File: src/rtl/pulse_sequencer_if.sv
// Control, config and strobe bundle for pulse_sequencer.
// The master side drives the config/control inputs; the slave side is the sequencer.
interface pulse_sequencer_if #(
  parameter int N     = 8,
  parameter int C     = 8,
  parameter int DEPTH = 4
);
  localparam int AW = $clog2(DEPTH);

  logic          ena;
  logic          cfg_we;
  logic [AW-1:0] cfg_addr;
  logic [N-1:0]  cfg_ticks;
  logic [C-1:0]  cfg_reps;
  logic [AW:0]   num_steps;
  logic          start;
  logic          abort;
  logic          out;
  logic          busy;
  logic          done;
  logic [AW-1:0] step;
  logic [1:0]    dbg_state;

  // Level-style controls: no valid/ready handshake. start is a request that
  // is accepted only while the sequencer is idle and abort is low. A start
  // that is not accepted is dropped, never queued. cfg_we commits one table
  // write on every edge where it is high, in any state.
  modport master (
    output ena, cfg_we, cfg_addr, cfg_ticks, cfg_reps, num_steps, start, abort,
    input  out, busy, done, step, dbg_state
  );

  modport slave (
    input  ena, cfg_we, cfg_addr, cfg_ticks, cfg_reps, num_steps, start, abort,
    output out, busy, done, step, dbg_state
  );
endinterface

File: src/rtl/pulse_sequencer.sv
// Table-driven pulse scheduler: runs (period, repeat) steps in order, emitting one-cycle strobes.
// Define PULSE_SEQUENCER_LOOP_EN to wrap back to step 0 forever instead of finishing after one pass.
module pulse_sequencer #(
  parameter int N     = 8,
  parameter int C     = 8,
  parameter int DEPTH = 4
) (
  input logic          clk,
  input logic          rst,
  pulse_sequencer_if.slave bus
);
  localparam int AW = $clog2(DEPTH);

`ifdef PULSE_SEQUENCER_LOOP_EN
  localparam bit LOOP_EN = 1'b1;
`else
  localparam bit LOOP_EN = 1'b0;
`endif

  typedef enum logic [1:0] {IDLE = 2'd0, LOAD = 2'd1, RUN = 2'd2, DONE = 2'd3} state_t;

  state_t        state, state_nxt;
  logic [N-1:0]  tbl_ticks [DEPTH];
  logic [C-1:0]  tbl_reps  [DEPTH];
  logic [N-1:0]  act_ticks, cnt;
  logic [C-1:0]  act_reps, pcnt;
  logic [AW-1:0] step_q;
  logic [AW:0]   nsteps;
  logic          out_q, done_q;
  logic          pulse_hit, step_end, skip, adv, last, finish;

  always_comb begin
    pulse_hit = (state == RUN) && bus.ena && (cnt == act_ticks);
    step_end  = pulse_hit && ((pcnt + C'(1)) == act_reps);
    skip      = (state == LOAD) && (tbl_reps[step_q] == '0);
    adv       = step_end || skip;
    last      = ({1'b0, step_q} == (nsteps - (AW+1)'(1)));
    // done rises on the edge that retires the final step (or an empty run)
    finish    = (adv && last) || ((state == IDLE) && bus.start && (bus.num_steps == '0));
  end

  // State register
  always_ff @(posedge clk) begin
    if (rst) state <= IDLE;
    else     state <= state_nxt;
  end

  // Next-state logic
  always_comb begin
    state_nxt = state;
    case (state)
      IDLE: if (bus.start) state_nxt = (bus.num_steps == '0) ? DONE : LOAD;
      LOAD, RUN: begin
        if (adv)                state_nxt = (last && !LOOP_EN) ? DONE : LOAD;
        else if (state == LOAD) state_nxt = RUN;
      end
      DONE:    state_nxt = IDLE;
      default: state_nxt = IDLE;
    endcase
    if (bus.abort) state_nxt = IDLE;
  end

  // Output logic
  always_comb begin
    bus.busy      = (state == LOAD) || (state == RUN);
    bus.dbg_state = state;
    bus.out       = out_q;
    bus.done      = done_q;
    bus.step      = step_q;
  end

  // Step table and run datapath
  always_ff @(posedge clk) begin
    if (rst) begin
      for (int i = 0; i < DEPTH; i++) begin
        tbl_ticks[i] <= '0;
        tbl_reps[i]  <= '0;
      end
      act_ticks <= '0;
      act_reps  <= '0;
      cnt       <= '0;
      pcnt      <= '0;
      step_q    <= '0;
      nsteps    <= '0;
      out_q     <= 1'b0;
      done_q    <= 1'b0;
    end else begin
      if (bus.cfg_we) begin
        tbl_ticks[bus.cfg_addr] <= bus.cfg_ticks;
        tbl_reps[bus.cfg_addr]  <= bus.cfg_reps;
      end
      if (bus.abort) begin
        out_q  <= 1'b0;
        done_q <= 1'b0;
      end else begin
        out_q  <= pulse_hit;
        done_q <= finish;
        case (state)
          IDLE: if (bus.start) begin
            nsteps <= (bus.num_steps > (AW+1)'(DEPTH)) ? (AW+1)'(DEPTH) : bus.num_steps;
            step_q <= '0;
          end
          LOAD: begin
            act_ticks <= tbl_ticks[step_q];
            act_reps  <= tbl_reps[step_q];
            cnt       <= '0;
            pcnt      <= '0;
          end
          RUN: if (bus.ena) begin
            cnt  <= pulse_hit ? '0 : cnt + N'(1);
            pcnt <= pulse_hit ? pcnt + C'(1) : pcnt;
          end
          default: ;
        endcase
        if (adv) begin
          if (!last)       step_q <= step_q + AW'(1);
          else if (LOOP_EN) step_q <= '0;
        end
      end
    end
  end
endmodule

File: src/flat_wrapper.sv
// flat-port wrapper written by rule: the top's interface ports become plain ports
module pulse_sequencer_flat 
#(
  parameter int N     = 8,
  parameter int C     = 8,
  parameter int DEPTH = 4
)
  (clk, rst, bus_ena, bus_cfg_we, bus_cfg_addr, bus_cfg_ticks, bus_cfg_reps, bus_num_steps, bus_start, bus_abort, bus_out, bus_busy, bus_done, bus_step, bus_dbg_state);
  pulse_sequencer_if #(.N(N), .C(C), .DEPTH(DEPTH)) bus_i ();
  input logic clk;
  input logic rst;
  input wire logic [$bits(bus_i.ena)-1:0] bus_ena;
  input wire logic [$bits(bus_i.cfg_we)-1:0] bus_cfg_we;
  input wire logic [$bits(bus_i.cfg_addr)-1:0] bus_cfg_addr;
  input wire logic [$bits(bus_i.cfg_ticks)-1:0] bus_cfg_ticks;
  input wire logic [$bits(bus_i.cfg_reps)-1:0] bus_cfg_reps;
  input wire logic [$bits(bus_i.num_steps)-1:0] bus_num_steps;
  input wire logic [$bits(bus_i.start)-1:0] bus_start;
  input wire logic [$bits(bus_i.abort)-1:0] bus_abort;
  output wire logic [$bits(bus_i.out)-1:0] bus_out;
  output wire logic [$bits(bus_i.busy)-1:0] bus_busy;
  output wire logic [$bits(bus_i.done)-1:0] bus_done;
  output wire logic [$bits(bus_i.step)-1:0] bus_step;
  output wire logic [$bits(bus_i.dbg_state)-1:0] bus_dbg_state;
  assign bus_i.ena = bus_ena;
  assign bus_i.cfg_we = bus_cfg_we;
  assign bus_i.cfg_addr = bus_cfg_addr;
  assign bus_i.cfg_ticks = bus_cfg_ticks;
  assign bus_i.cfg_reps = bus_cfg_reps;
  assign bus_i.num_steps = bus_num_steps;
  assign bus_i.start = bus_start;
  assign bus_i.abort = bus_abort;
  assign bus_out = bus_i.out;
  assign bus_busy = bus_i.busy;
  assign bus_done = bus_i.done;
  assign bus_step = bus_i.step;
  assign bus_dbg_state = bus_i.dbg_state;
  pulse_sequencer #(.N(N), .C(C), .DEPTH(DEPTH)) u_core (.clk(clk), .rst(rst), .bus(bus_i));
endmodule
File: config.mk
export PLATFORM = sky130hd
export DESIGN_NAME = pulse_sequencer_flat
export DESIGN_NICKNAME = d
export VERILOG_FILES = /design/src/rtl/pulse_sequencer_if.sv /design/src/rtl/pulse_sequencer.sv /design/src/flat_wrapper.sv
export SDC_FILE = /design/constraint.sdc
export NUM_CORES = 1
export LEC_CHECK = 0
export ABC_AREA = 1
export BUFFER_PORTS_ARGS = -buffer_cell sky130_fd_sc_hd__buf_2
export CAP_MARGIN = 10
export CORE_MARGIN = 2
export CORE_UTILIZATION = 55
export DETAILED_ROUTE_END_ITERATION = 7
export PLACE_DENSITY = 0.73
export SKIP_LAST_GASP = 1
export SYNTH_ARGS = -nofsm -noshare
export SYNTH_HDL_FRONTEND = slang
export SYNTH_SLANG_ARGS = --single-unit
export TNS_END_PERCENT = 10
File: constraint.sdc
create_clock -name clk -period 2.3 [get_ports clk]
set_input_delay 0.115 -clock clk [delete_from_list [all_inputs] [get_ports clk]]
set_output_delay 0.115 -clock clk [all_outputs]
set_load 0.1 [all_outputs]
; ---- After elaboration in Yosys (flattened, before gate mapping)
; Memories as Yosys holds them, arrays and structs flattened. A register that Yosys moved wholly into a read port is not among the register bits.
; Index checks and enable logic that the tools add are counted.
[word_totals]
regBits = 33
output_inout_bits = 7
ramBits = 64
n_memories = 2
[classes]
n_bitwise = 1
eq_ne = 10
muxes = 30
n_addsub = 4
n_reduce_logical = 23
magnitude_cmp = 1
[mem_list]
columns = name, words, width, rd, rd_ports_with_merged_regs, write_ports, line
row1 = u_core.tbl_reps, 4, 8, 1, 1, 4, pulse_sequencer.sv:24  ; logic [C-1:0] tbl_reps [DEPTH];
row2 = u_core.tbl_ticks, 4, 8, 1, 1, 4, pulse_sequencer.sv:23  ; logic [N-1:0] tbl_ticks [DEPTH];
[ops]
columns = cell, count
row1 = 2-to-1 mux 8 bit, 6
row2 = case mux 8 bit (2 select lines), 2
row3 = 2-to-1 mux 2 bit, 13
row4 = adder 8 x 1 -> 8 bit (second input constant), 2
row5 = == test 8 bit, 2
row6 = OR reduction 8 bit, 2
row7 = logical NOT 8 bit, 1
row8 = logical AND 1 bit, 7
row9 = 2-to-1 mux 1 bit, 7
row10 = case mux 2 bit (3 select lines), 1
row11 = AND reduction 3 bit, 2
row12 = == test 2 bit (second input constant), 2
row13 = != test 2 bit (second input constant), 2
row14 = AND reduction 2 bit, 2
row15 = AND reduction 4 bit, 1
row16 = OR reduction 2 bit, 2
row17 = == test 2 x 3 -> 1 bit, 1
row18 = > comparator 3 bit (second input constant), 1
row19 = logical NOT 3 bit, 1
row20 = logical OR 1 bit, 3
row21 = 2-to-1 mux 3 bit, 1
row22 = != test 3 x 1 -> 1 bit (second input constant), 1
row23 = subtractor 3 x 1 -> 3 bit (second input constant), 1
row24 = adder 2 x 1 -> 2 bit (second input constant), 1
row25 = other kinds (5), 5

; ---- Longest topological paths before layout
[depth]
word_depth = 8
depth_mapped = 16

; ---- Worst setup path after synthesis
; OpenSTA, ideal clock, no wires.
[synth_path]
path_kind = register to register
startpoint = register u_core.state[0] (netlist: u_core.bus.dbg_state[0])
endpoint = register u_core.state[0] (netlist: u_core.bus.dbg_state[0])
path_slack_ns = -0.344
required_time_ns = 2.187
arrival_ns = 2.531
period_less_slack_ns = 2.644
path_stages_with_launch = 7
path_cell_list = dfxtp_1 inv_1 ha_1 or2_2 nand2_1 nor2_1 nor2_1
[synth_via]
elab_chain_len = 7
[synth_lines]
columns = item, line
row1 = start: declaration, pulse_sequencer.sv:22  ; state_t state, state_nxt;
row2 = start signal: assignment, pulse_sequencer.sv:45  ; else state <= state_nxt;
row3 = == test 2 bit, "pulse_sequencer.sv:33, pulse_sequencer.sv:51"
row4 = logical AND 1 bit (2 in series), pulse_sequencer.sv:33  ; pulse_hit = (state == RUN) && bus.ena && (cnt == act_ticks);
row5 = logical AND 1 bit, pulse_sequencer.sv:34  ; step_end = pulse_hit && ((pcnt + C'(1)) == act_reps);
row6 = logical OR 1 bit, pulse_sequencer.sv:36  ; adv = step_end || skip;
row7 = 2-to-1 mux 2 bit or != test 3 x 1 -> 1 bit (tied branches), -
row8 = case mux 2 bit (3 select lines) or AND reduction 2 bit (tied branches), -
; Parallel ways exist; a longest one is shown, timed or not.
; A chain may end at the register's enable or synchronous reset.

; ---- Worst setup path after layout
[layout_path]
startpoint = register u_core.state[0] (netlist: u_core.bus.dbg_state[0])
endpoint = register u_core.cnt[4]
[layout_via]
elab_chain_len = 6
[layout_lines]
columns = item, line
row1 = == test 2 bit, "pulse_sequencer.sv:33, pulse_sequencer.sv:98"
row2 = logical AND 1 bit (2 in series), pulse_sequencer.sv:33
row3 = 2-to-1 mux 8 bit, pulse_sequencer.sv:110  ; cnt <= pulse_hit ? '0 : cnt + N'(1);
row4 = 2-to-1 mux 8 bit, pulse_sequencer.sv:109  ; RUN: if (bus.ena) begin
row5 = case mux 8 bit (2 select lines), pulse_sequencer.sv:98  ; case (state)
row6 = end signal: assignment, pulse_sequencer.sv:110
row7 = end: declaration, pulse_sequencer.sv:25  ; logic [N-1:0] act_ticks, cnt;
; Parallel ways exist; a longest one is shown, timed or not. The select of a mux whose other input is x is not followed.

==> flow_summary.yaml <==
job:
  maxCapViolCount: 0
detailed_routing:
  drc: 0
  ant_nets: 0
  dr.pass1.iters: 5
  drt_iter0_markers: 187
  avgViaCountPerCell: 5.17
  vias: 4204
  postRouteWirelength_um: 11400
  wire_per_inst_um: 14.0
critical_path:
  cp-end-kind: "register"
  arrival_ns: 2.36
  path_class: "reg -> reg"
  crit_chain: "inv_1 > ha_1 > buf_4 > inv_2 > o21ai_1 > a21oi_2 > inv_2 > nor2_2 > nand2_1 > a221oi_2"
  cp_max_fo: 10
  crit_top_cell: "inv_2"
  required_ns: 2.60
  cp-start-kind: "register"
  critPathMaxStageDelay_ns: 0.37
  slowest_stage: "dfxtp_2"
layout:
  final_cell_area_mm2: 0.00584
  nFillCells: 836
  drive_gt1_share_pct: 16.1
  diodes: 0
  area_growth_pct: 10.5
  nets: 714
die:
  initial_core_util_pct: 56.9
  die_h_um: 102
  ios: 34
  die_w_um: 102
  fp-row-count: 35
  core_mm2: 0.00928
  dieArea_mm2: 0.0104
timing:
  setup_viol: 0
  max_freq_mhz: 486
  finClkSkew_ns: 0.0179
  period_needed_ns: 2.06
  hold_ws_ns: 0.00939
  setup_tns_ns: 0
  post-route-period-util_pct: 89.5
  fin_ws_ns: 0.243
  rsz0062_at_grt: "no"
  max_slew.worst_pin.slew_ns: 0.496
  finalHoldViolCount: 0
  max-slew-margin-rel_pct: 67.2
  drv_slew: 0
clock_network:
  cts_root_buf: "clkbuf_8"
  clk_pin_slew_ns: 0.11
  clk_latency_ns: 0.38
  cts_buffers: 9
  cts_tree: "built"
  cts.sinks: 107
  clockBufferDepth: 2
  htree_levels: 3
synthesis:
  synth_edf_count: 64
  synthCells: 637
  ys_seq_elements: 107
  syn-num-nets: 672
  synth_top_cell_by_area: "edfxtp_1"
  yosys_warnings: 0
  synth_area_leaders: "edfxtp_1 (36%), dfxtp_1 (16%), nand2_1 (8.9%), nor2_1 (8.5%), inv_1 (5.5%)"
  async_flop_share_pct: 0
  synth_commonest_cells: "nand2_1 (125), nor2_1 (119), inv_1 (77), edfxtp_1 (64), dfxtp_1 (43)"
  avgSynthCellArea_um2: 8.30
  ys.flop_type: "edfxtp_1"
  synth-seq-area-share_pct: 52.7
  synth_cell_types: 38
  synth_top_area_share_pct: 36.4
  synthesis.area_mm2: 0.00529
  yosysMostFrequentCell: "nand2_1"
power_and_ir_drop:
  finalPower_w: 0.00378
  p_leak_nw: 2.53
  p_per_area_mw_per_mm2: 647
  p_sw_w: 0.00106
  switching_share_pct: 28.0
  p_int_w: 0.00272
  power_frac_seq_pct: 58.1
  combPwrFrac_pct: 11.6
  pwr-share-clk_pct: 30.3
  vdd_drop_max_mv: 0.445
placement:
  port_buffers: 33
  dp.final_hpwl_um: 8230
  dpl-instance-area_mm2: 0.00563
  place_ws_ns: 0.262
  gp_congestion: 0.888
run_status:
  outcome: "finished, final reports clean"
grt:
  grt_max_degree: 23
  grt_pass1_wl_um: 19000
  overflow: 0
  grt_antenna_before_repair: 0
  grt_usage_pct: 23.8
  grt_pass1_vias: 4077
hold_path:
  hp-class: "in -> reg"
-- flip-flops by register name (all words and copies together), names as in the netlist, named ones only --
signal,flops
u_core.act_reps,8
u_core.act_ticks,8
u_core.bus.dbg_state,2
u_core.bus.done,1
u_core.bus.out,1
u_core.bus.step,2
u_core.cnt,8
u_core.nsteps,3
u_core.pcnt,8
u_core.tbl_reps,32
u_core.tbl_ticks,32
-- final timing paths --
kind / from / endpoint / slack, ns / cells past startpoint
worst max-delay path: u_core.bus.dbg_state[0] / u_core.cnt[4] / 0.24 / 10
worst min-delay path: bus_num_steps[0] / u_core.nsteps[0] / 0.009 / 3
worst max register to register: u_core.bus.dbg_state[0] / u_core.cnt[4] / 0.24 / 10
worst min register to register: u_core.nsteps[1] / u_core.nsteps[1] / 0.48 / 2
-- cells in the final DEF, fill, tap and decap left out, types with 2 or more instances in the layout --
cell type	count
a211oi_2	3
a21oi_1	30
a211oi_1	5
clkbuf_8	9
inv_2	6
or2_2	2
dfxtp_1	41
nor3_1	3
nand3_2	4
buf_2	33
inv_1	77
a21oi_2	2
ha_1	7
xor2_1	6
inv_8	3
o21ai_0	35
a31oi_1	3
nand4_1	9
nor2_2	5
nor2_1	119
nand3b_1	3
xnor2_1	4
nand2_1	125
edfxtp_1	64
nand3_1	28
nand2_2	14
buf_4	16
inv_6	2
o22ai_1	8
o21ai_1	4
dfxtp_2	2
-- metal layers --
metal	up-vias	routed length, um	GRT usage, %
met5	-	0	0
met4	0	158	6.67
met3	14	713	4.99
met2	111	5620	41.1
met1	1936	4910	30.4
li1	2143	-	-
-- critical path, delay by kind of cell (launching register included) --
family	cells	cell delay [ns]
compound gates	3	0.62
simple gates	2	0.27
flops	1	0.37
fa+ha+maj	1	0.23
buf+inv	4	0.49
-- logic make-up (layout without fill, tap and decap cells) --
| kind of cell | count (synthesis) | after routing | share of synthesized area [%] |
|---|---|---|---|
| AOI/OAI and AO/OA | 92 | 92 | 9.92 |
| xor gates and xnor gates | 10 | 10 | 1.66 |
| adders and majority gates | 8 | 8 | 1.89 |
| buffers and inverters | 104 | 151 | 8.12 |
| DFF | 107 | 107 | 52.7 |
| and+or+nand+nor | 316 | 316 | 25.8 |
-- timing repair --
action / in CTS / in global routing
resized for setup: 0 / 1
hold endpoints to repair: 1 / 0
setup buffers: 0 / 0
endpoints found under the setup margin: 0 / 1
hold buffers: 1 / 0
-- power groups by stage --
stage | Clock, W | Combinational [W] | Sequential [W]
6_report | 0.00114 | 0.000438 | 0.00220
5_1_grt | 0.00124 | 0.000492 | 0.00221
4_1_cts | 0.00117 | 0.000439 | 0.00220
3_5_place_dp | 0 | 0.000434 | 0.00224
3_3_place_gp | 0 | 0.000423 | 0.00224
2_1_floorplan | 0 | 0.000295 | 0.00225
-- metrics by stage --
step                      cells  util [%]
after floorplan             637         -
after global placement      796      60.6
after detailed placement    796      60.6
after CTS                   813      62.9
after global routing        813      62.9
final                       813      62.9
-- area by class of cell --
cell class	instances	area, um^2	share of cell area [%]
clock buffers	9	124	2.12
clock inverters	7	72.6	1.24
inverters	85	322	5.50
multi-input cells	426	2080	35.6
flip-flops and latches	107	2790	47.7
well taps	129	161	2.76
repair buffers	50	295	5.05
(Power assumes the default switching activity.)
